### config.mk
export PLATFORM = sky130hd
export DESIGN_NAME = dmem_arbiter_flat
export DESIGN_NICKNAME = d
export VERILOG_FILES = /design/src/rtl/dmem_arbiter_if.sv /design/src/rtl/dmem_arbiter.sv /design/src/flat_wrapper.sv
export SDC_FILE = /design/constraint.sdc
export NUM_CORES = 1
export LEC_CHECK = 0
export ABC_CLOCK_PERIOD_IN_PS = 2100
export CAP_MARGIN = 15
export CORE_MARGIN = 2
export CORE_UTILIZATION = 36
export CTS_CLUSTER_SIZE = 16
export DETAILED_ROUTE_END_ITERATION = 12
export PLACE_DENSITY = 0.75
export SLEW_MARGIN = 20
export SYNTH_ARGS = -nofsm -noshare
export SYNTH_HDL_FRONTEND = slang
export SYNTH_SLANG_ARGS = --single-unit
### constraint.sdc
create_clock -name clk -period 2.1 [get_ports clk]
set_clock_uncertainty 0.15 [all_clocks]
set_input_delay 0.21 -clock clk [delete_from_list [all_inputs] [get_ports clk]]
set_output_delay 0.21 -clock clk [all_outputs]
set_load 0.02 [all_outputs]
### src/rtl/dmem_arbiter_if.sv
// dmem_arbiter_if: bundles the two requester ports and the data-memory bus
// served by dmem_arbiter. The slave modport is the arbiter's view; the
// master modport is the view of whatever drives requests and models memory.
interface dmem_arbiter_if;
  // requester port 0
  logic        p0_req;
  logic        p0_we;
  logic [31:0] p0_addr;
  logic [2:0]  p0_rw_type;
  logic [31:0] p0_wdata;
  logic        p0_ack;
  logic        p0_err;
  logic [31:0] p0_rdata;
  // requester port 1
  logic        p1_req;
  logic        p1_we;
  logic [31:0] p1_addr;
  logic [2:0]  p1_rw_type;
  logic [31:0] p1_wdata;
  logic        p1_ack;
  logic        p1_err;
  logic [31:0] p1_rdata;
  // data-memory bus
  logic        mem_w_en;
  logic        mem_r_en;
  logic [31:0] mem_addr;
  logic [2:0]  mem_rw_type;
  logic [31:0] mem_din;
  logic [31:0] mem_dout;
  // status
  logic        busy;

  modport slave (
    input  p0_req, p0_we, p0_addr, p0_rw_type, p0_wdata,
    output p0_ack, p0_err, p0_rdata,
    input  p1_req, p1_we, p1_addr, p1_rw_type, p1_wdata,
    output p1_ack, p1_err, p1_rdata,
    output mem_w_en, mem_r_en, mem_addr, mem_rw_type, mem_din,
    input  mem_dout,
    output busy
  );

  modport master (
    output p0_req, p0_we, p0_addr, p0_rw_type, p0_wdata,
    input  p0_ack, p0_err, p0_rdata,
    output p1_req, p1_we, p1_addr, p1_rw_type, p1_wdata,
    input  p1_ack, p1_err, p1_rdata,
    input  mem_w_en, mem_r_en, mem_addr, mem_rw_type, mem_din,
    output mem_dout,
    input  busy
  );
endinterface

### src/rtl/dmem_arbiter.sv
// dmem_arbiter: two-port round-robin arbiter in front of a single data
// memory. Each access takes a fixed three cycles (IDLE -> ACCESS -> RESP);
// the winning request is latched on the grant edge, so requester fields are
// ignored until the next grant. Misaligned or illegal accesses never touch
// memory and complete with err set and rdata zero.
module dmem_arbiter #(
  parameter logic RESET_PRIO = 1'b0
) (
  input  logic           clk,
  input  logic           rst_n,
  dmem_arbiter_if.slave  bus
);

  typedef enum logic [1:0] {
    IDLE   = 2'b00,
    ACCESS = 2'b01,
    RESP   = 2'b10
  } state_t;

  // Size 11 is illegal; halves need addr[0]=0; words need addr[1:0]=00.
  function automatic logic access_err(input logic [1:0] addr_lo, input logic [1:0] size);
    logic bad;
    case (size)
      2'b00:   bad = 1'b0;
      2'b01:   bad = addr_lo[0];
      2'b10:   bad = (addr_lo != 2'b00);
      default: bad = 1'b1;
    endcase
    return bad;
  endfunction

  state_t      state_r;
  logic        prio_r;
  logic        gnt_port_r;
  logic        we_r;
  logic        err_r;
  logic [31:0] addr_r;
  logic [2:0]  rw_type_r;
  logic [31:0] wdata_r;
  logic        mem_w_en_r;
  logic        mem_r_en_r;
  logic        busy_r;
  logic        p0_ack_r;
  logic        p0_err_r;
  logic [31:0] p0_rdata_r;
  logic        p1_ack_r;
  logic        p1_err_r;
  logic [31:0] p1_rdata_r;

  logic        gnt_valid_s;
  logic        gnt_port_s;
  logic        sel_we_s;
  logic [31:0] sel_addr_s;
  logic [2:0]  sel_rw_type_s;
  logic [31:0] sel_wdata_s;
  logic        sel_err_s;
  logic [31:0] resp_s;

  // Choose the port to serve (lone requester, else the priority pointer)
  // and mux its fields; the error flag is derived from exactly the fields
  // that get latched.
  always_comb begin
    gnt_valid_s = bus.p0_req | bus.p1_req;
    if (bus.p0_req && bus.p1_req) begin
      gnt_port_s = prio_r;
    end else if (bus.p1_req) begin
      gnt_port_s = 1'b1;
    end else begin
      gnt_port_s = 1'b0;
    end
    if (gnt_port_s) begin
      sel_we_s      = bus.p1_we;
      sel_addr_s    = bus.p1_addr;
      sel_rw_type_s = bus.p1_rw_type;
      sel_wdata_s   = bus.p1_wdata;
    end else begin
      sel_we_s      = bus.p0_we;
      sel_addr_s    = bus.p0_addr;
      sel_rw_type_s = bus.p0_rw_type;
      sel_wdata_s   = bus.p0_wdata;
    end
    sel_err_s = access_err(sel_addr_s[1:0], sel_rw_type_s[1:0]);
  end

  // Response data: memory read data for a good load, zero for stores and errors.
  always_comb begin
    if (we_r || err_r) begin
      resp_s = 32'd0;
    end else begin
      resp_s = bus.mem_dout;
    end
  end

  // Access FSM with all bus and requester outputs registered; the async
  // reset aborts any in-flight access and drops the memory enables at once.
  always_ff @(posedge clk or negedge rst_n) begin
    if (!rst_n) begin
      state_r    <= IDLE;
      prio_r     <= RESET_PRIO;
      gnt_port_r <= 1'b0;
      we_r       <= 1'b0;
      err_r      <= 1'b0;
      addr_r     <= 32'd0;
      rw_type_r  <= 3'd0;
      wdata_r    <= 32'd0;
      mem_w_en_r <= 1'b0;
      mem_r_en_r <= 1'b0;
      busy_r     <= 1'b0;
      p0_ack_r   <= 1'b0;
      p0_err_r   <= 1'b0;
      p0_rdata_r <= 32'd0;
      p1_ack_r   <= 1'b0;
      p1_err_r   <= 1'b0;
      p1_rdata_r <= 32'd0;
    end else begin
      case (state_r)
        IDLE: begin
          if (gnt_valid_s) begin
            state_r    <= ACCESS;
            gnt_port_r <= gnt_port_s;
            prio_r     <= ~gnt_port_s;
            we_r       <= sel_we_s;
            err_r      <= sel_err_s;
            addr_r     <= sel_addr_s;
            rw_type_r  <= sel_rw_type_s;
            wdata_r    <= sel_wdata_s;
            mem_w_en_r <= sel_we_s & ~sel_err_s;
            mem_r_en_r <= ~sel_we_s & ~sel_err_s;
            busy_r     <= 1'b1;
          end
        end
        ACCESS: begin
          state_r    <= RESP;
          mem_w_en_r <= 1'b0;
          mem_r_en_r <= 1'b0;
          if (gnt_port_r) begin
            p1_ack_r   <= 1'b1;
            p1_err_r   <= err_r;
            p1_rdata_r <= resp_s;
          end else begin
            p0_ack_r   <= 1'b1;
            p0_err_r   <= err_r;
            p0_rdata_r <= resp_s;
          end
        end
        RESP: begin
          state_r    <= IDLE;
          busy_r     <= 1'b0;
          p0_ack_r   <= 1'b0;
          p0_err_r   <= 1'b0;
          p0_rdata_r <= 32'd0;
          p1_ack_r   <= 1'b0;
          p1_err_r   <= 1'b0;
          p1_rdata_r <= 32'd0;
        end
        default: begin
          state_r    <= IDLE;
          mem_w_en_r <= 1'b0;
          mem_r_en_r <= 1'b0;
          busy_r     <= 1'b0;
          p0_ack_r   <= 1'b0;
          p1_ack_r   <= 1'b0;
        end
      endcase
    end
  end

  assign bus.mem_w_en    = mem_w_en_r;
  assign bus.mem_r_en    = mem_r_en_r;
  assign bus.mem_addr    = addr_r;
  assign bus.mem_rw_type = rw_type_r;
  assign bus.mem_din     = wdata_r;
  assign bus.busy        = busy_r;
  assign bus.p0_ack      = p0_ack_r;
  assign bus.p0_err      = p0_err_r;
  assign bus.p0_rdata    = p0_rdata_r;
  assign bus.p1_ack      = p1_ack_r;
  assign bus.p1_err      = p1_err_r;
  assign bus.p1_rdata    = p1_rdata_r;

endmodule

### src/flat_wrapper.sv
// flat-port wrapper written by rule: the top's interface ports become plain ports
module dmem_arbiter_flat 
#(
  parameter logic RESET_PRIO = 1'b0
)
  (clk, rst_n, bus_p0_req, bus_p0_we, bus_p0_addr, bus_p0_rw_type, bus_p0_wdata, bus_p0_ack, bus_p0_err, bus_p0_rdata, bus_p1_req, bus_p1_we, bus_p1_addr, bus_p1_rw_type, bus_p1_wdata, bus_p1_ack, bus_p1_err, bus_p1_rdata, bus_mem_w_en, bus_mem_r_en, bus_mem_addr, bus_mem_rw_type, bus_mem_din, bus_mem_dout, bus_busy);
  dmem_arbiter_if bus_i ();
  input  logic clk;
  input  logic rst_n;
  input wire logic [$bits(bus_i.p0_req)-1:0] bus_p0_req;
  input wire logic [$bits(bus_i.p0_we)-1:0] bus_p0_we;
  input wire logic [$bits(bus_i.p0_addr)-1:0] bus_p0_addr;
  input wire logic [$bits(bus_i.p0_rw_type)-1:0] bus_p0_rw_type;
  input wire logic [$bits(bus_i.p0_wdata)-1:0] bus_p0_wdata;
  output wire logic [$bits(bus_i.p0_ack)-1:0] bus_p0_ack;
  output wire logic [$bits(bus_i.p0_err)-1:0] bus_p0_err;
  output wire logic [$bits(bus_i.p0_rdata)-1:0] bus_p0_rdata;
  input wire logic [$bits(bus_i.p1_req)-1:0] bus_p1_req;
  input wire logic [$bits(bus_i.p1_we)-1:0] bus_p1_we;
  input wire logic [$bits(bus_i.p1_addr)-1:0] bus_p1_addr;
  input wire logic [$bits(bus_i.p1_rw_type)-1:0] bus_p1_rw_type;
  input wire logic [$bits(bus_i.p1_wdata)-1:0] bus_p1_wdata;
  output wire logic [$bits(bus_i.p1_ack)-1:0] bus_p1_ack;
  output wire logic [$bits(bus_i.p1_err)-1:0] bus_p1_err;
  output wire logic [$bits(bus_i.p1_rdata)-1:0] bus_p1_rdata;
  output wire logic [$bits(bus_i.mem_w_en)-1:0] bus_mem_w_en;
  output wire logic [$bits(bus_i.mem_r_en)-1:0] bus_mem_r_en;
  output wire logic [$bits(bus_i.mem_addr)-1:0] bus_mem_addr;
  output wire logic [$bits(bus_i.mem_rw_type)-1:0] bus_mem_rw_type;
  output wire logic [$bits(bus_i.mem_din)-1:0] bus_mem_din;
  input wire logic [$bits(bus_i.mem_dout)-1:0] bus_mem_dout;
  output wire logic [$bits(bus_i.busy)-1:0] bus_busy;
  assign bus_i.p0_req = bus_p0_req;
  assign bus_i.p0_we = bus_p0_we;
  assign bus_i.p0_addr = bus_p0_addr;
  assign bus_i.p0_rw_type = bus_p0_rw_type;
  assign bus_i.p0_wdata = bus_p0_wdata;
  assign bus_p0_ack = bus_i.p0_ack;
  assign bus_p0_err = bus_i.p0_err;
  assign bus_p0_rdata = bus_i.p0_rdata;
  assign bus_i.p1_req = bus_p1_req;
  assign bus_i.p1_we = bus_p1_we;
  assign bus_i.p1_addr = bus_p1_addr;
  assign bus_i.p1_rw_type = bus_p1_rw_type;
  assign bus_i.p1_wdata = bus_p1_wdata;
  assign bus_p1_ack = bus_i.p1_ack;
  assign bus_p1_err = bus_i.p1_err;
  assign bus_p1_rdata = bus_i.p1_rdata;
  assign bus_mem_w_en = bus_i.mem_w_en;
  assign bus_mem_r_en = bus_i.mem_r_en;
  assign bus_mem_addr = bus_i.mem_addr;
  assign bus_mem_rw_type = bus_i.mem_rw_type;
  assign bus_mem_din = bus_i.mem_din;
  assign bus_i.mem_dout = bus_mem_dout;
  assign bus_busy = bus_i.busy;
  dmem_arbiter #(.RESET_PRIO(RESET_PRIO)) u_core (.clk(clk), .rst_n(rst_n), .bus(bus_i));
endmodule
# Word-level counts from Yosys, hierarchy flattened
# Cells that the tools add are included.
[totals]
reg_bits = 144
output_inout_bits = 138
[classes]
eq_ne = 7
muxes = 28
bitwise_logic = 9
reduce_logical = 13
[ops]
columns = ["cell", "n"]
rows = [
  ["$mux 32", 5],
  ["$pmux 32 s2", 2],
  ["$pmux 1 s2", 7],
  ["$reduce_and 2->1", 7],
  ["$mux 1", 10],
  ["$not 1->1", 6],
  ["$eq 2x1->1 const B", 2],
  ["$eq 2x2->1 const B", 2],
  ["$logic_not 2->1", 2],
  ["$ne 2x1->1 const B", 2],
  ["$pmux 2 s2", 1],
  ["$reduce_bool 2->1", 2],
  ["$mux 3", 1],
  ["$pmux 1 s3", 1],
  ["$and 1x1->1", 2],
  ["$mux 2", 1],
  ["$ne 2x2->1 const B", 1],
  ["$logic_and 1x1->1", 1],
  ["$logic_or 1x1->1", 1],
  ["$or 1x1->1", 1],
]

# Longest topological paths before layout
# Gate-level depths: netlist of run 1.
[logic_depth]
ltp_word = 9
ltp_mapped = 7
ltp_nobuf = 5

# Least setup slack after synthesis of run 1
# Ideal clock, no wire load.
[synth_path]
path_type = "register -> register"
from = "register u_core.state_r[0]"
to = "register u_core.addr_r[10], in the netlist u_core.bus.mem_addr[10]"
arrival_ns = 1.451
required_ns = 1.885
setup_slack_ns = 0.433
path_stages_with_launch = 7
n_path_buf = 2
period_less_slack_ns = 1.667
path_cell_list = "dfrtp_1 buf_6 or2_4 a211oi_4 buf_6 a22oi_2 nand2_1"
[synth_via]
elab_chain_cells = 2
[synth_lines]
columns = ["element", "line_no", "rtl"]
rows = [
  ["start, declared", "dmem_arbiter.sv:32", "state_t state_r;"],
  ["start signal, assigned", "dmem_arbiter.sv:98", "state_r <= IDLE;"],
  ["start signal, assigned", "dmem_arbiter.sv:119", "state_r <= ACCESS;"],
  ["start signal, assigned", "dmem_arbiter.sv:133", "state_r <= RESP;"],
  ["$logic_not 2->1", "dmem_arbiter.sv:116", "case (state_r)"],
  ["$reduce_and 2->1 (no line)", "--", ""],
  ["end signal, assigned", "dmem_arbiter.sv:124", "addr_r <= sel_addr_s;"],
  ["end, declared", "dmem_arbiter.sv:37", "logic [31:0] addr_r;"],
]
# Every way passes these cells.
# A chain may end at the register's enable or synchronous reset.

# Final worst setup path of run 1
[layout_path]
from = "register u_core.state_r[0]"
to = "register u_core.p0_rdata_r[2], in the netlist u_core.bus.p0_rdata[2]"
[layout_via]
elab_chain_cells = 3
elab_cells_between_ends = 6
cone_classes = "eq/ne: 3; mux: 1; reduce/logical: 2"
[layout_lines]
columns = ["element", "line_no", "rtl"]
rows = [
  ["$eq 2x1->1 or $eq 2x2->1 (tied branches)", "dmem_arbiter.sv:116", ""],
  ["$ne 2x2->1 (no line) or $reduce_bool 2->1 (tied branches)", "--", ""],
  ["$reduce_and 2->1 (no line)", "--", ""],
  ["end signal, assigned", "dmem_arbiter.sv:143", "p0_rdata_r <= resp_s;"],
  ["end, declared", "dmem_arbiter.sv:45", "logic [31:0] p0_rdata_r;"],
]
# Parallel ways exist; a longest one is shown, timed or not.

==> Implementation_results.wiki, run 1 <==
{| class="wikitable"
! Metric !! Value
|-
| Result of the run || completed
|-
| Total global routing overflow || 0
|-
| Buffers on Ports || 309
|-
| Top delay family on crit path || flip-flops
|-
| Clk pin slew, worst setup/hold paths || 0.06 ns
|-
| Post-Place Setup Slack || 0.141 ns
|-
| Register area share after synthesis || 62.0%
|-
| Post-synth net total || 668
|-
| I/O pin count || 310
|-
| Final number of hold-violating endpoints || 0
|-
| Number of buffers on the longest clock path || 2
|-
| First-pass GRT wire length || 27.4 mm
|-
| Cell type contributing the most total cell area after synthesis || sky130_fd_sc_hd__dfrtp_1
|-
| Vertical extent of the die || 131 microns
|-
| Critical path buffers and inverters || 2
|-
| Via density per instance || 5.03
|-
| Final worst slack || 0.288 ns
|-
| Synthesis warning total || 0
|-
| Die outline area || 17200 sq um
|-
| Initial antenna violation count || 0
|-
| DR WL/cell || 17.8 microns
|-
| Setup TNS after final layout || 0 ns
|-
| Required arrival time at the worst endpoint || 2.30 ns
|-
| Endpoint of the lowest-slack register-to-register path || u_core.bus.p0_rdata[2]$_DFFE_PN0P_
|-
| Most numerous cell types in the synthesized netlist || sky130_fd_sc_hd__dfrtp_1, sky130_fd_sc_hd__nand2_1, sky130_fd_sc_hd__a22o_1
|-
| Hpwl dp || 13.2 mm
|-
| Synth Instances || 496
|-
| Routability-driven placement congestion ratio || 0.762
|-
| F_max || 552 MHz
|-
| All-layer global routing usage || 21.0%
|-
| Number of buffers created by CTS || 17
|-
| Total number of vias || 5179
|-
| ANT nets after route || 0
|-
| Share of layout cells above drive strength 1 || 8.48%
|-
| Remaining design rule violation count || 0
|-
| Internal reg-to-reg setup slack || 0.29 ns
|-
| Class of the tightest hold or removal check || in2async
|-
| Power density of the placed cells || 1540 nW/um^2
|-
| Ordered list of cells on the worst path || or2b_1 > buf_4 > nor4_4 > buf_12 > a22o_1
|-
| Via count of the first global-routing pass || 5273
|-
| Clock network latency to the later pin of the worst-skew pair || 0.41 ns
|-
| Setup repair after global routing missed its margin || false
|-
| Syn-to-layout area delta || 68.1%
|-
| Most common flop cell mapped by yosys || sky130_fd_sc_hd__dfrtp_1
|-
| Clock tree from TritonCTS || yes
|-
| Number of flops mapped to enable cells by yosys || 0
|-
| Depth of the worst register-to-register path || 5
|-
| Worst-case hold slack || 0.115 ns
|-
| Netlist Area Pre-Place || 5810 sq um
|-
| Max-slew headroom || 73.0%
|-
| Startpoint-to-endpoint class of the critical path || reg2reg
|-
| Number of sinks driven by the clock tree || 144
|-
| Die Width || 131 microns
|-
| Cell types with the largest area share after synthesis || sky130_fd_sc_hd__dfrtp_1, sky130_fd_sc_hd__a22o_1, sky130_fd_sc_hd__nand2_1
|-
| CP startpoint kind || register
|-
| Count of cell instances traversed by the critical path || 5
|-
| Area of the placeable core || 15800 sq um
|-
| Critical Path Source || u_core.state_r[0]$_DFFE_PN0N_
|-
| Mean Syn Cell Area || 11.7 sq um
|-
| Placed Cells || 997
|-
| Starting DRC count in detailed routing || 251
|-
| Worst VDD drop || 0.000763 V
|-
| Fraction of synthesized cell area taken by the top area cell type || 62.0%
|-
| CP endpoint kind || register
|-
| Number of optimization iterations in the first detailed-route pass || 4
|-
| Critical-path top delay cell || sky130_fd_sc_hd__dfrtp_1
|-
| Fraction of registers with async set/reset || 100%
|-
| Final critical path time including I/O delays and setup || 1.81 ns
|-
| MaxCap Viol Count || 0
|-
| Crit path to || u_core.bus.p0_rdata[2]$_DFFE_PN0P_
|-
| Effective utilization at floorplan || 36.7%
|-
| Root buffer cell || sky130_fd_sc_hd__clkbuf_16
|-
| Worst R2R Start || u_core.state_r[0]$_DFFE_PN0N_
|-
| H-tree Lvls || 4
|-
| Cell with the most instances after synthesis || sky130_fd_sc_hd__dfrtp_1
|-
| Final number of setup-violating endpoints || 0
|-
| Number of placement rows || 46
|-
| Final wirelength || 18.3 mm
|-
| Final layout net count || 973
|-
| Arrival time of data at the critical path endpoint || 2.01 ns
|-
| Leakage power || 4.33 nW
|-
| Cell variety after synth || 31
|-
| Max incr delay on CP || 0.55 ns
|-
| Count of state elements after synthesis || 144
|-
| Maximum number of pins on one net before global-route repair || 80
|-
| Count of non-filler cells in the finished layout || 1030
|-
| Biggest fanout along the worst timing path || 32
|-
| Crit share post-route || 86.3%
|-
| Actual transition at the worst max-transition pin || 0.404 ns
|-
| Post-CTS Setup Inserts || 0
|-
| Count of inserted antenna diode cells || 0
|-
| Number of max-slew violations in the final report || 0
|}
==> cell families after synthesis <==
group / after synthesis / synth area share [%]
flops: 144 / 62.0
buf+inv: 42 / 4.18
compound gates: 155 / 22.1
simple gates: 148 / 10.5
mux: 7 / 1.23
==> area by class of cell <==
type / instances / area, sq um
repair buffers: 322 / 3280
clock buffers: 17 / 425
multi-input cells: 310 / 1980
well taps: 216 / 270
inverters: 6 / 22.5
clock inverters: 15 / 188
fillers: 1196 / 6050
flip-flops and latches: 144 / 3600
==> power breakdown <==
group,leakage [nW],total (mW),internal [mW],switching (mW)
Combinational,2.17,7.17,3.45,3.72
Sequential,1.86,4.77,3.95,0.816
Clock,0.299,3.11,1.81,1.30
Total,4.33,15.1,9.21,5.84
==> how the worst min path moves through the flow <==
stage | start | to | slack [ns] | depth (start not counted)
floorplan | rst_n | u_core.bus.busy$_DFFE_PN0P_ | -0.24 | 0
global placement | rst_n | u_core.bus.p1_rdata[17]$_DFFE_PN0P_ | -0.03 | 1
detailed placement | rst_n | u_core.bus.p1_rdata[11]$_DFFE_PN0P_ | -0.02 | 1
CTS | rst_n | u_core.bus.p1_rdata[11]$_DFFE_PN0P_ | 0.11 | 2
global route | rst_n | u_core.bus.p0_rdata[17]$_DFFE_PN0P_ | 0.13 | 2
finish | rst_n | u_core.bus.p1_rdata[11]$_DFFE_PN0P_ | 0.11 | 2
==> placed cells by master, fill, tap and decap left out, types with 3 or more instances in the layout <==
cell	count
sky130_fd_sc_hd__dfrtp_1	144
sky130_fd_sc_hd__a21oi_1	3
sky130_fd_sc_hd__buf_4	5
sky130_fd_sc_hd__nand2_1	134
sky130_fd_sc_hd__mux2i_1	6
sky130_fd_sc_hd__inv_8	3
sky130_fd_sc_hd__a22oi_2	12
sky130_fd_sc_hd__clkbuf_16	17
sky130_fd_sc_hd__o21ai_0	9
sky130_fd_sc_hd__a22oi_1	51
sky130_fd_sc_hd__a22o_1	64
sky130_fd_sc_hd__nor2_1	8
sky130_fd_sc_hd__inv_6	7
sky130_fd_sc_hd__buf_12	7
sky130_fd_sc_hd__inv_1	6
sky130_fd_sc_hd__clkdlybuf4s50_1	308
==> stage by stage <==
step | util [%] | area [sq um] | power (mW)
after CTS | 61.7 | 9770 | 15.2
after floorplan | - | 5810 | 8.55
final | 61.7 | 9770 | 15.1
after detailed placement | 57.8 | 9150 | 12.0
after global routing | 61.7 | 9770 | 15.9
after global placement | 57.8 | 9150 | 11.8
==> per-layer routing <==
metal  GRT usage, %  share of wire [%]
met5              0                  0
met4           7.38                1.7
met3           7.55                 10
met2           36.9                 51
met1           23.6                 38
==> registers in the layout, indices dropped and copies added, names as in the netlist, 2 cells and up <==
signal and count:
u_core.bus.mem_addr 32, u_core.bus.mem_din 32, u_core.bus.mem_rw_type 3, u_core.bus.p0_rdata 32
u_core.bus.p1_rdata 32, u_core.state_r 2
==> timing repair <==
action / 4_1_cts / 5_1_grt
endpoints found under the hold margin: 117 / 0
resized for setup: 0 / 0
hold buffers: 1 / 0
Power figures use the tool's default switching activity.
==> inputs of run 2 (changes only) <==
--- a/config.mk
+++ b/config.mk
@@ -7,6 +7,7 @@
 export LEC_CHECK = 0
 export ABC_CLOCK_PERIOD_IN_PS = 2100
 export CAP_MARGIN = 15
+export CORE_ASPECT_RATIO = 0.6
 export CORE_MARGIN = 2
 export CORE_UTILIZATION = 36
 export CTS_CLUSTER_SIZE = 16
==> run 2 against run 1 <==
Clock power fell by 8.7%. Count of clock-buffer cells in the layout is 1 higher. Combinational power increased by 2.9%. Largest power group unchanged.
==> Implementation_results.wiki, run 2 (synthesis gave the netlist of run 1 again) <==
{| class="wikitable"
! Metric !! Value
|-
| Result of the run || completed
|-
| Actual transition at the worst max-transition pin || 0.553 ns (+0.149 ns)
|-
| Hpwl dp || 14.0 mm (+6.5%)
|-
| Die outline area || 17200 sq um (+0.20%)
|-
| Crit share post-route || 91.3% (+5.0 points)
|-
| Power density of the placed cells || 1530 nW/um^2 (-0.42%)
|-
| Startpoint-to-endpoint class of the critical path || reg2reg
|-
| DR WL/cell || 18.7 microns (+4.8%)
|-
| Post-CTS Setup Inserts || 0 (unchanged)
|-
| Clk pin slew, worst setup/hold paths || 0.07 ns (about the same)
|-
| Routability-driven placement congestion ratio || 0.833 (+9.4%)
|-
| Most common library cell in the layout ignoring fill and taps || sky130_fd_sc_hd__clkdlybuf4s50_1
|-
| Die Width || 168 microns (+28%)
|-
| Total global routing overflow || 0 (unchanged)
|-
| H-tree Lvls || 4 (unchanged)
|-
| Total number of vias || 5226 (+0.91%)
|-
| MaxCap Viol Count || 0 (unchanged)
|-
| Multi-input logic area || 1980 sq um (unchanged)
|-
| Number of max-slew violations in the final report || 0 (unchanged)
|-
| Most frequent cells in the layout || sky130_fd_sc_hd__clkdlybuf4s50_1, sky130_fd_sc_hd__dfrtp_1, sky130_fd_sc_hd__nand2_1
|-
| Root buffer cell || sky130_fd_sc_hd__clkbuf_16
|-
| Final layout net count || 981 (+0.82%)
|-
| Vertical extent of the die || 102 microns (-22%)
|-
| Area of the placeable core || 15500 sq um (-1.8%)
|-
| Effective utilization at floorplan || 37.4% (+0.67 points)
|-
| Number of optimization iterations in the first detailed-route pass || 4 (unchanged)
|-
| Number of buffers created by CTS || 17 (unchanged)
|-
| Remaining design rule violation count || 0 (unchanged)
|-
| FF+latch area || 3600 sq um (unchanged)
|-
| Count of inserted antenna diode cells || 0 (unchanged)
|-
| Buffers on Ports || 309 (unchanged)
|-
| Required arrival time at the worst endpoint || 2.29 ns (about the same)
|-
| F_max || 522 MHz (-5.4%)
|-
| Initial antenna violation count || 0 (unchanged)
|-
| Setup repair after global routing missed its margin || false
|-
| Post-Place Setup Slack || 0.186 ns (+0.0444 ns)
|-
| Biggest fanout along the worst timing path || 26 (-19%)
|-
| Number of placement rows || 35 (-24%)
|-
| I/O pin count || 310 (unchanged)
|-
| Leakage power || 4.34 nW (+0.23%)
|-
| Max-slew headroom || 63.1% (-9.9 points)
|-
| CP endpoint kind || register
|-
| Count of fill cells added during filler insertion || 1213 (+1.4%)
|-
| Final critical path time including I/O delays and setup || 1.92 ns (+0.104 ns)
|-
| First-pass GRT wire length || 30.4 mm (+11%)
|-
| Setup TNS after final layout || 0 ns (unchanged)
|-
| Resized cells post-CTS || 0 (unchanged)
|-
| Starting DRC count in detailed routing || 319 (+27%)
|-
| Clock network latency to the later pin of the worst-skew pair || 0.41 ns (about the same)
|-
| ANT nets after route || 0 (unchanged)
|-
| All-layer global routing usage || 22.7% (+1.7 points)
|-
| Arrival time of data at the critical path endpoint || 2.11 ns (+0.10 ns)
|-
| Clock tree from TritonCTS || yes
|-
| Via density per instance || 5.10 (+1.4%)
|-
| Final worst slack || 0.184 ns (-0.104 ns)
|-
| Number of buffers on the longest clock path || 2 (unchanged)
|-
| Number of buffers inserted by hold repair at cts || 1 (unchanged)
|-
| Final wirelength || 19.1 mm (+4.3%)
|-
| Power Total || 15.0 mW (-0.47%)
|-
| Worst VDD drop || 0.000752 V (-1.5%)
|-
| Class of the tightest hold or removal check || in2async
|-
| Final number of setup-violating endpoints || 0 (unchanged)
|-
| Via count of the first global-routing pass || 5701 (+8.1%)
|-
| Share of layout cells above drive strength 1 || 9.25% (+0.77 points)
|-
| CP startpoint kind || register
|-
| Final number of hold-violating endpoints || 0 (unchanged)
|-
| Syn-to-layout area delta || 68.0% (about the same)
|-
| Maximum number of pins on one net before global-route repair || 59 (-26%)
|-
| Number of sinks driven by the clock tree || 144 (unchanged)
|}
-- run 2: changes by cell type in the layout (fill, tap and decap cells not counted) --
cell,previous run,this run
sky130_fd_sc_hd__inv_6,7,4
sky130_fd_sc_hd__buf_12,7,8
sky130_fd_sc_hd__buf_4,5,12
sky130_fd_sc_hd__clkinv_2,0,1
sky130_fd_sc_hd__clkbuf_1,0,1
sky130_fd_sc_hd__clkinv_8,1,0
sky130_fd_sc_hd__clkinvlp_4,1,3
sky130_fd_sc_hd__clkinv_4,1,3
sky130_fd_sc_hd__bufinv_16,2,0
-- run 2: path summary, 6_finish.rpt --
| path | start | end | slack (ns) | depth (start not counted) |
|---|---|---|---|---|
| worst max-delay path | u_core.state_r[0]$_DFFE_PN0N_ | u_core.bus.p1_rdata[5]$_DFFE_PN0P_ | 0.18 | 5 |
| worst max register to register | u_core.state_r[0]$_DFFE_PN0N_ | u_core.bus.p1_rdata[5]$_DFFE_PN0P_ | 0.18 | 5 |
| max in group asynchronous | rst_n | u_core.bus.p1_rdata[20]$_DFFE_PN0P_ | 0.90 | 3 |
| worst min-delay path | rst_n | u_core.bus.mem_din[9]$_DFFE_PN0P_ | 0.16 | 2 |
| min in group clk | bus_p1_addr[2] | u_core.bus.mem_addr[2]$_DFFE_PN0P_ | 0.17 | 3 |
| worst min register to register | u_core.bus.mem_rw_type[0]$_DFFE_PN0P_ | u_core.bus.mem_rw_type[0]$_DFFE_PN0P_ | 0.33 | 2 |
-- run 2: power by group --
group          switching [mW]  internal (mW)
sequential              0.802           3.95
clock                    1.29           1.55
combinational            3.85           3.53
total                    5.94           9.04
-- run 2: stage by stage --
stage               area (sq um)  std cells  utilization (%)  hold WS, ns
floorplan                   5810        496                -       -0.236
global placement            9210        992             59.2       0.0409
detailed placement          9210        992             59.2       0.0493
CTS                         9770       1025             62.8        0.154
global route                9770       1025             62.8        0.166
finish                      9770       1025             62.8        0.158
-- run 2: layer usage --
metal	track usage [%]	vias to the layer above	routed length (microns)
met5	0	-	0
met4	6.30	0	191
met3	7.01	19	1520
met2	37.8	215	9270
met1	29.3	2585	8150
li1	-	2407	-
-- run 2: layout make-up --
class                   instances  share of cell area, %
clock inverters                14                   1.26
multi-input cells             310                   20.3
clock buffers                  18                   4.39
repair buffers                330                   34.3
flip-flops and latches        144                   36.9
inverters                       6                  0.231
well taps                     203                   2.60
-- run 2: critical path, cell delays in order, from the launching register on --
cell and delay [ns]:
sky130_fd_sc_hd__dfrtp_1 0.45, sky130_fd_sc_hd__or2b_1 0.30, sky130_fd_sc_hd__inv_1 0.12, sky130_fd_sc_hd__a21oi_2 0.40, sky130_fd_sc_hd__buf_12 0.25, sky130_fd_sc_hd__a22o_1 0.16
